### config.mk
export PLATFORM = sky130hd
export DESIGN_NAME = mm_pass_controller
export DESIGN_NICKNAME = d
export VERILOG_FILES = /design/src/rtl/mm_pass_controller.sv
export SDC_FILE = /design/constraint.sdc
export NUM_CORES = 1
export LEC_CHECK = 0
export CORE_ASPECT_RATIO = 0.5
export CORE_UTILIZATION = 39
export DETAILED_ROUTE_END_ITERATION = 6
export PLACE_DENSITY = 0.8
export SLEW_MARGIN = 20
export SYNTH_ARGS = -nofsm -noshare
export SYNTH_HDL_FRONTEND = slang
export SYNTH_SLANG_ARGS = --single-unit
### constraint.sdc
create_clock -name clk -period 4.1 [get_ports clk]
set_clock_uncertainty 0.2 [all_clocks]
set_input_delay 1.025 -clock clk [delete_from_list [all_inputs] [get_ports clk]]
set_output_delay 1.025 -clock clk [all_outputs]
set_load 0.02 [all_outputs]
### src/rtl/mm_pass_controller.sv
// Sequences one 8x8 matrix through the 4-lane MAC ALU: row load, two 32-cycle passes, result write-back.
// Optional ALU handshake checking is compiled in with `define MMC_ERRCHK_EN.
module mm_pass_controller #(
  parameter int ROWS     = 8,
  parameter int PASS_CYC = 32,
  parameter int MU_W     = 18,
  parameter int RES_AW   = 5
) (
  input  logic                    clk,
  input  logic                    rst,
  input  logic                    start,
  input  logic                    in_valid,
  input  logic [63:0]             in_data,
  output logic                    in_ready,
  output logic                    buf_we,
  output logic [$clog2(ROWS)-1:0] buf_waddr,
  output logic [63:0]             buf_wdata,
  output logic                    buf_pass,
  output logic                    alu_en,
  input  logic [MU_W-1:0]         mu1,
  input  logic [MU_W-1:0]         mu2,
  input  logic [MU_W-1:0]         mu3,
  input  logic [MU_W-1:0]         mu4,
  input  logic                    alu_web,
  input  logic                    alu_done,
  output logic                    res_we,
  output logic [RES_AW-1:0]       res_addr,
  output logic [MU_W-1:0]         res_data,
  output logic                    busy,
  output logic                    done,
  output logic                    err
);

  localparam int RW = $clog2(ROWS);
  localparam int CW = $clog2(PASS_CYC);
  localparam logic [RW-1:0] LAST_ROW = RW'(ROWS - 1);
  localparam logic [CW-1:0] LAST_CYC = CW'(PASS_CYC - 1);

  typedef enum logic [2:0] {
    IDLE  = 3'd0,
    LOAD  = 3'd1,
    RUN   = 3'd2,
    GAP   = 3'd3,
    DRAIN = 3'd4
  } state_t;

  state_t          state;
  logic [CW-1:0]   cyc;
  logic            gap_rerun;
  logic            capture;
  logic            wr_active;
  logic [1:0]      wr_lane;
  logic [1:0]      next_lane;
  logic [MU_W-1:0] hold [4];

  // The row counter doubles as the buffer write address, so buf_we can be the raw handshake.
  assign buf_we    = in_valid & in_ready;
  assign buf_wdata = in_data;
  assign capture   = (state == RUN) && (cyc[2:0] == 3'd7);
  assign next_lane = wr_lane + 2'd1;

  // Main sequencer: load, two passes separated by a one-cycle alu_en gap, drain.
  always_ff @(posedge clk or posedge rst) begin
    if (rst) begin
      state     <= IDLE;
      buf_waddr <= '0;
      cyc       <= '0;
      buf_pass  <= 1'b0;
      gap_rerun <= 1'b0;
      in_ready  <= 1'b0;
      alu_en    <= 1'b0;
      busy      <= 1'b0;
      done      <= 1'b0;
    end else begin
      done <= 1'b0;
      case (state)
        IDLE: begin
          if (start) begin
            state     <= LOAD;
            buf_waddr <= '0;
            cyc       <= '0;
            buf_pass  <= 1'b0;
            in_ready  <= 1'b1;
            busy      <= 1'b1;
          end
        end
        LOAD: begin
          if (in_valid) begin
            if (buf_waddr == LAST_ROW) begin
              state     <= RUN;
              buf_waddr <= '0;
              in_ready  <= 1'b0;
              alu_en    <= 1'b1;
              cyc       <= '0;
            end else begin
              buf_waddr <= buf_waddr + RW'(1);
            end
          end
        end
        RUN: begin
          if (cyc == LAST_CYC) begin
            // Pass flips on entry to GAP so buf_pass only moves while alu_en is low.
            state     <= GAP;
            alu_en    <= 1'b0;
            cyc       <= '0;
            gap_rerun <= ~buf_pass;
            buf_pass  <= 1'b1;
          end else begin
            cyc <= cyc + CW'(1);
          end
        end
        GAP: begin
          if (gap_rerun) begin
            state  <= RUN;
            alu_en <= 1'b1;
            cyc    <= '0;
          end else begin
            state <= DRAIN;
          end
        end
        DRAIN: begin
          if (!wr_active) begin
            state <= IDLE;
            busy  <= 1'b0;
            done  <= 1'b1;
          end
        end
        default: begin
          state    <= IDLE;
          in_ready <= 1'b0;
          alu_en   <= 1'b0;
          busy     <= 1'b0;
        end
      endcase
    end
  end

  // Write engine: capture the lane sums at a column boundary, then emit four result words.
  always_ff @(posedge clk or posedge rst) begin
    if (rst) begin
      wr_active <= 1'b0;
      wr_lane   <= 2'd0;
      res_we    <= 1'b0;
      res_addr  <= '0;
      res_data  <= '0;
      hold      <= '{default: '0};
    end else if (capture) begin
      hold[0]   <= mu1;
      hold[1]   <= mu2;
      hold[2]   <= mu3;
      hold[3]   <= mu4;
      wr_active <= 1'b1;
      wr_lane   <= 2'd0;
      res_we    <= 1'b1;
      res_addr  <= {buf_pass, cyc[CW-1:3], 2'd0};
      res_data  <= mu1;
    end else if (wr_active) begin
      if (wr_lane == 2'd3) begin
        wr_active <= 1'b0;
        res_we    <= 1'b0;
      end else begin
        wr_lane  <= next_lane;
        res_addr <= {res_addr[RES_AW-1:2], next_lane};
        res_data <= hold[next_lane];
      end
    end
  end

`ifdef MMC_ERRCHK_EN
  logic exp_web;
  logic exp_done;

  // Protocol monitor: alu_web must follow each capture by one cycle, alu_done must follow cyc 31.
  always_ff @(posedge clk or posedge rst) begin
    if (rst) begin
      err      <= 1'b0;
      exp_web  <= 1'b0;
      exp_done <= 1'b0;
    end else begin
      exp_web  <= capture;
      exp_done <= (state == RUN) && (cyc == LAST_CYC);
      if ((state == IDLE) && start) begin
        err <= 1'b0;
      end else if (((state == RUN) || (state == GAP)) && (alu_web != exp_web)) begin
        err <= 1'b1;
      end else if ((state != IDLE) && (alu_done != exp_done)) begin
        err <= 1'b1;
      end
    end
  end
`else
  logic unused_alu;
  assign unused_alu = alu_web ^ alu_done;
  assign err        = 1'b0;
`endif

endmodule
==> impl_summary.log <==
[metrics] Most common cell on crit path: clkdlybuf4s50_1
[metrics] global placement routability congestion: 0.7962
[metrics] worst hold path endpoint: hold[50]
[metrics] number of max-slew violations in the final report: 0
[metrics] share of cells above drive strength 1: 0.08019
[metrics] Max FO, Critical Path: 5
[metrics] setup TNS: 0 ns
[metrics] pin count of the biggest net entering global routing: 78
[metrics] area inside the core boundary: 13,810 um2
[metrics] Total Die Area: 14,970 um2
[metrics] Tmin final: 3.572 ns
[metrics] DRC Markers: 0
[metrics] Max-Cap Viols: 0
[metrics] layout-stage area growth over the synthesis result: 23.70%
[metrics] count of TritonRoute iterations in the first routing pass: 5
[metrics] Clk pin slew, worst setup/hold paths: 0.05 ns
[metrics] highest attainable clock frequency: 0.2800 GHz
[metrics] final layout net count: 772
[metrics] Die W: 172.0 um
[metrics] slew at the pin closest to its max-slew limit: 1.031 ns
[metrics] total gr overflow: 0
[metrics] Worst Path Class, Setup: input port to output pin
[metrics] RSZ-0062 raised after global routing: no
[metrics] slack of the worst reg-to-reg path: 1.56 ns
[metrics] antenna violations before repair: 0
[metrics] synthesized area per cell: 9.588 um2
[metrics] cell chosen for the clock root: clkbuf_16
[metrics] total CTS buffers: 17
[metrics] quantity of gates resized following cts: 0
[metrics] post-synth design cell area: 5638 um2
[metrics] Synth Net Count: 736
[metrics] Starting Density: 0.4082
[metrics] sink count of the clock tree: 114
[metrics] H-tree depth: 4
[metrics] aggregate global-route resource usage: 0.1846
[metrics] number of warnings issued by yosys: 0
[metrics] final wirelength: 13,210 um
[metrics] CP cell instances: clkdlybuf4s50_1, and2_1, clkdlybuf4s50_1
[metrics] TritonCTS clock tree: done
[metrics] Critical Path Start: in_valid
[metrics] insertion delay of the later-clocked pin in the worst-skew pair: 0.41 ns
[metrics] wire per inst: 15.96 um
[metrics] result of the run: finished, final reports clean
[metrics] drt initial violations: 223
[metrics] global-route wire length before repair: 21,200 um
[metrics] peak supply drop: 0.3329 mV
[metrics] post-route ant nets: 0
[metrics] number of distinct library cells after synthesis: 39
[metrics] final number of setup-violating endpoints: 0
[metrics] vias post-DR: 4,142
[metrics] maximum root-to-sink buffer count: 2
[metrics] class of the worst hold path: flip-flop to flip-flop
[metrics] Static Leakage: 2.913 nW
[metrics] port bufs: 108
[metrics] power density over the cells: 451.8 nW/um2
[metrics] depth of the worst register-to-register path: 5
[metrics] share of the clock period used by the worst path after layout: 0.8712
[metrics] Max-slew headroom: 0.3098
[metrics] post-route design area: 6974 um2
[metrics] capturing element type of the critical path: output pin
[metrics] io pins: 240
[metrics] Setup crit start kind: input port
[metrics] placed cell area: 6389 um2
[metrics] Worst path slowest cell: clkdlybuf4s50_1
[metrics] post-detail-place hpwl: 8833 um
[metrics] endpoint of the most critical register-to-register path: res_data[9]
[metrics] number of instances in the synthesized netlist: 588
[metrics] final core utilization: 0.5049
[metrics] flop and latch count out of synthesis: 114
[metrics] share of synthesized area occupied by flip-flops and latches: 0.5060
[metrics] hold-fix buffers at CTS: 0
[metrics] Worst Path Arrival: 2.35 ns
[metrics] die span in y: 87.02 um
[metrics] buffers inserted during post-CTS setup optimization: 0
[metrics] delay of the slowest cell on the worst path: 0.60 ns
[metrics] average vias per placed instance: 5.002
[metrics] reg-to-reg critical path startpoint: res_addr[0]
[metrics] source of the worst hold timing path: hold[50]
[metrics] via count of the first global-routing pass: 4,352
[metrics] count of final hold-check violations: 0
[metrics] number of cells traversed by the worst hold path: 2
[metrics] count of inserted antenna diode cells: 0
[metrics] # rows: 30
[metrics] critical path data required time: 2.87 ns
[stage by stage]
stage          hold WS [ns]  worst slack [ns]  power, mW  instances
2_1_floorplan        0.2373             1.490      1.608        588
3_3_place_gp         0.2494            0.5167      1.704        797
3_5_place_dp         0.2560            0.5158      1.717        797
4_1_cts              0.2699            0.5140      3.169        828
5_1_grt              0.2900            0.4696      3.285        828
6_report             0.2678            0.5280      3.151        828
[worst max-delay path: cells and delay by family]
kind	cells	cell delay, ns
buf+inv	2	1.16
simple gates	1	0.16
[report_power, final]
part / total, mW / internal, mW / switching (mW)
sequential: 1.27 / 1.18 / 0.0947
combinational: 0.424 / 0.244 / 0.179
clock: 1.46 / 0.922 / 0.533
total: 3.15 / 2.34 / 0.807
[area by class of cell]
cell class	count	area, um2
clock buffer	19	452.9
clock inverter	12	132.6
timing repair buffer	115	1159
sequential	114	2853
multi-input combinational	371	2115
inverter	5	22.52
fill	1247	6839
tap	192	240.2
[Yosys cell counts]
master	number	area, um2
nand2_1	240	900.9
dfrtp_1	114	2853
buf_4	69	518.0
nand3_1	55	275.3
buf_2	22	110.1
mux4_1	12	315.3
ha_1	6	75.07
mux4_2	6	135.1
a21oi_1	5	25.02
inv_1	5	18.77
nor2_1	5	18.77
nor2b_1	5	31.28
a22o_1	4	35.03
clkbuf_1	4	15.01
a221oi_1	3	26.28
a31oi_1	3	18.77
nand2b_1	3	18.77
a21o_1	2	15.01
buf_6	2	22.52
mux2_4	2	30.03
nor3b_1	2	15.01
o21ai_1	2	10.01
a211o_1	1	8.760
a211oi_1	1	7.510
a221o_1	1	10.01
a41oi_1	1	8.760
and2_1	1	6.260
and3_1	1	6.260
and3b_1	1	8.760
buf_12	1	20.02
conb_1	1	3.750
mux2i_1	1	10.01
nand4bb_1	1	11.26
nor4b_2	1	15.01
nor4bb_1	1	10.01
o21ai_0	1	5.000
o22ai_1	1	6.260
o32ai_1	1	8.760
xnor2_1	1	8.760
[worst max path at each step]
stage,slack [ns],end,cells after the start
after floorplan,1.49,alu_en,1
after global placement,0.52,buf_we,3
after detailed placement,0.52,buf_we,3
after CTS,0.51,buf_we,3
after global routing,0.47,buf_we,3
final,0.53,buf_we,3
[per-layer routing]
layer | vias to the layer above | track usage | routed length [um]
met5 | - | 0 | 0
met4 | 0 | 0.1070 | 540
met3 | 73 | 0.05634 | 855
met2 | 135 | 0.3105 | 6521
met1 | 1993 | 0.2111 | 5296
li1 | 1941 | - | -
[sequential cells by signal, summed over array words and instances, names as in the netlist, 3 cells and up]
name       count
buf_waddr      3
state          3
hold          72
res_data      18
res_addr       5
cyc            5
[kinds of logic (layout without fill, tap and decap cells)]
group	after synthesis	in the layout	synth area share
AOI/OAI and AO/OA	26	26	0.03285
xor gates and xnor gates	1	1	0.001554
adders and majority gates	6	6	0.01332
buffers and inverters	103	151	0.1249
DFF	114	114	0.5060
muxes	21	21	0.08700
other	1	1	0.0006651
and+or+nand+nor	316	316	0.2337
[layout by cell type (no fill, tap or decap), types with 2 or more instances in the layout]
master / count
nand2_1: 240
dfrtp_1: 114
clkdlybuf4s50_1: 108
nand3_1: 55
clkbuf_16: 17
mux4_1: 12
clkinvlp_4: 7
mux4_2: 6
ha_1: 6
nor2_1: 5
a21oi_1: 5
buf_4: 5
nor2b_1: 4
a22o_1: 4
inv_1: 4
nand2b_1: 3
a31oi_1: 3
a221oi_1: 3
nor3b_1: 2
mux2_4: 2
o21ai_1: 2
a21o_1: 2
clkinv_2: 2
clkbuf_8: 2
bufinv_16: 2
buf_12: 2
No activity file was read; power rests on OpenSTA's default activity.
==> variant (config.mk and constraints unchanged) <==
Set the parameter `MU_W` to 36 (it was 18).
--- a/src/rtl/mm_pass_controller.sv
+++ b/src/rtl/mm_pass_controller.sv
@@ -4,5 +4,5 @@
   parameter int ROWS     = 8,
   parameter int PASS_CYC = 32,
-  parameter int MU_W     = 18,
+  parameter int MU_W     = 36,
   parameter int RES_AW   = 5
 ) (
Interface: changed (5 resized); port bits go from 240 to 330. The function was not compared with the original's and may differ.
==> variant against the original RTL <==
- wire length grew 87%
- final cell count grew 72%
- area after synthesis grew 69%
- worst setup slack lost 0.032 ns
- sequential cell count grew 90
- global-route usage grew 1.3 points
- combinational power shrank 2%
- count of clock-buffer cells in the layout grew 9
- total power grew 45%
- cell area grew 71%
- sequential share of layout area grew 1.9 points
- register-to-register slack lost 0.09 ns
- largest cell class unchanged
- highest routed layer unchanged
==> variant: results (changes against the original RTL) <==
stage,metric,value,unit,change
logic_synthesis,synthXorXnorAreaFrac,0.0917,%,-0.064 points
setup_path,reg2reg_slack,1.47,ns,-0.09 ns
setup_path,crit_arrival,2.38,ns,+0.03 ns
worst_hold_path,holdPathStages,2,,unchanged
power,p_int,3.54,mW,+51%
route,vias_per_cell,5.11,,+2.2%
clocking,cts_buffer_depth,3,,+1
setup_path,r2r_end,res_data[0],,
setup_path,crit_fanout,7,,+2
clocking,cts_buffers,21,,+4
placed_design,placed_area,11200,um2,+75%
placed_design,dp_hpwl,16000,um,+81%
route,initialDrtViolationCount,685,,+210%
power,p_sw_share,22.2,%,-3.4 points
global_route,grt_max_degree,222,,+180%
placed_design,port_buffers,198,,+83%
worst_hold_path,min_to,hold[40],,
logic_synthesis,ys_top_cells_by_area,"dfrtp_1, nand2_1, mux4_2, nand3_1, buf_4",,
logic_synthesis,synth-compound-area-share,1.89,%,-1.4 points
power,comb_power_share,9.1,%,-4.3 points
power,pwr-share-clk,44.7,%,-1.5 points
global_route,antenna_found_initial,2,,+2
clocking,htreeDepth,1,,-3
power,total_leakage_power,4.93,nW,+69%
status,status,"finished, final reports clean",,
global_route,grt_pass1_wl,40000,um,+89%
worst_hold_path,hp-class,flip-flop to flip-flop,,
layout,fin_cells,1428,,+72%
route,routed_wl,24700,um,+87%
layout,nNetsFinal,1317,,+71%
power,ir_drop,233,uV,-30%
sta,timing.final.ws_setup,0.496,ns,-0.0318 ns
logic_synthesis,ys_seq_area_share,53.4,%,+2.8 points
global_route,grt_use_total,19.7,%,+1.3 points
logic_synthesis,synthAdderAreaFrac,0.786,%,-0.55 points
sta,slew_headroom,24.9,%,-6.1 points
global_route,grt_pass1_vias,7584,,+74%
logic_synthesis,synthMuxAreaShare,8.88,%,+0.18 points
placed_design,place_ws,0.516,ns,+0.000377 ns
placed_design,place.gp.congestion,0.828,,+4.0%
logic_synthesis,synthTopCellsByCount,"nand2_1, dfrtp_1, nand3_1",,
logic_synthesis,ys_types,42,,+7.7%
logic_synthesis,syn_avg_cell_area,9.59,um2,about the same
==> variant: cell types whose count changed after synthesis, moves of 11 or more <==
cell,before,now
nand2_1,240,452
dfrtp_1,114,204
buf_2,22,35
mux4_2,6,35
mux4_1,12,1
nand3_1,55,111
buf_6,2,16
==> variant: final cells by class <==
type,count,area (um2)
Tap cell,315,394
Antenna cell,2,5.00
Clock buffer,28,582
Multi-Input combinational cell,660,3570
Inverter,5,22.5
Timing Repair Buffer,205,2100
Sequential cell,204,5110
Fill cell,2135,12100
Clock inverter,9,149
==> variant: routing by layer <==
layer	global-route usage, %	part of all wire [%]	up-vias
li1	-	-	3390
met1	25.6	42	3618
met2	32.8	49	220
met3	3.17	4.5	76
met4	9.18	4.1	0
met5	0	0	-
==> variant: critical path, stage by stage <==
cell and delay (ns):
clkdlybuf4s50_1 0.58, and2_1 0.17, clkdlybuf4s50_1 0.60
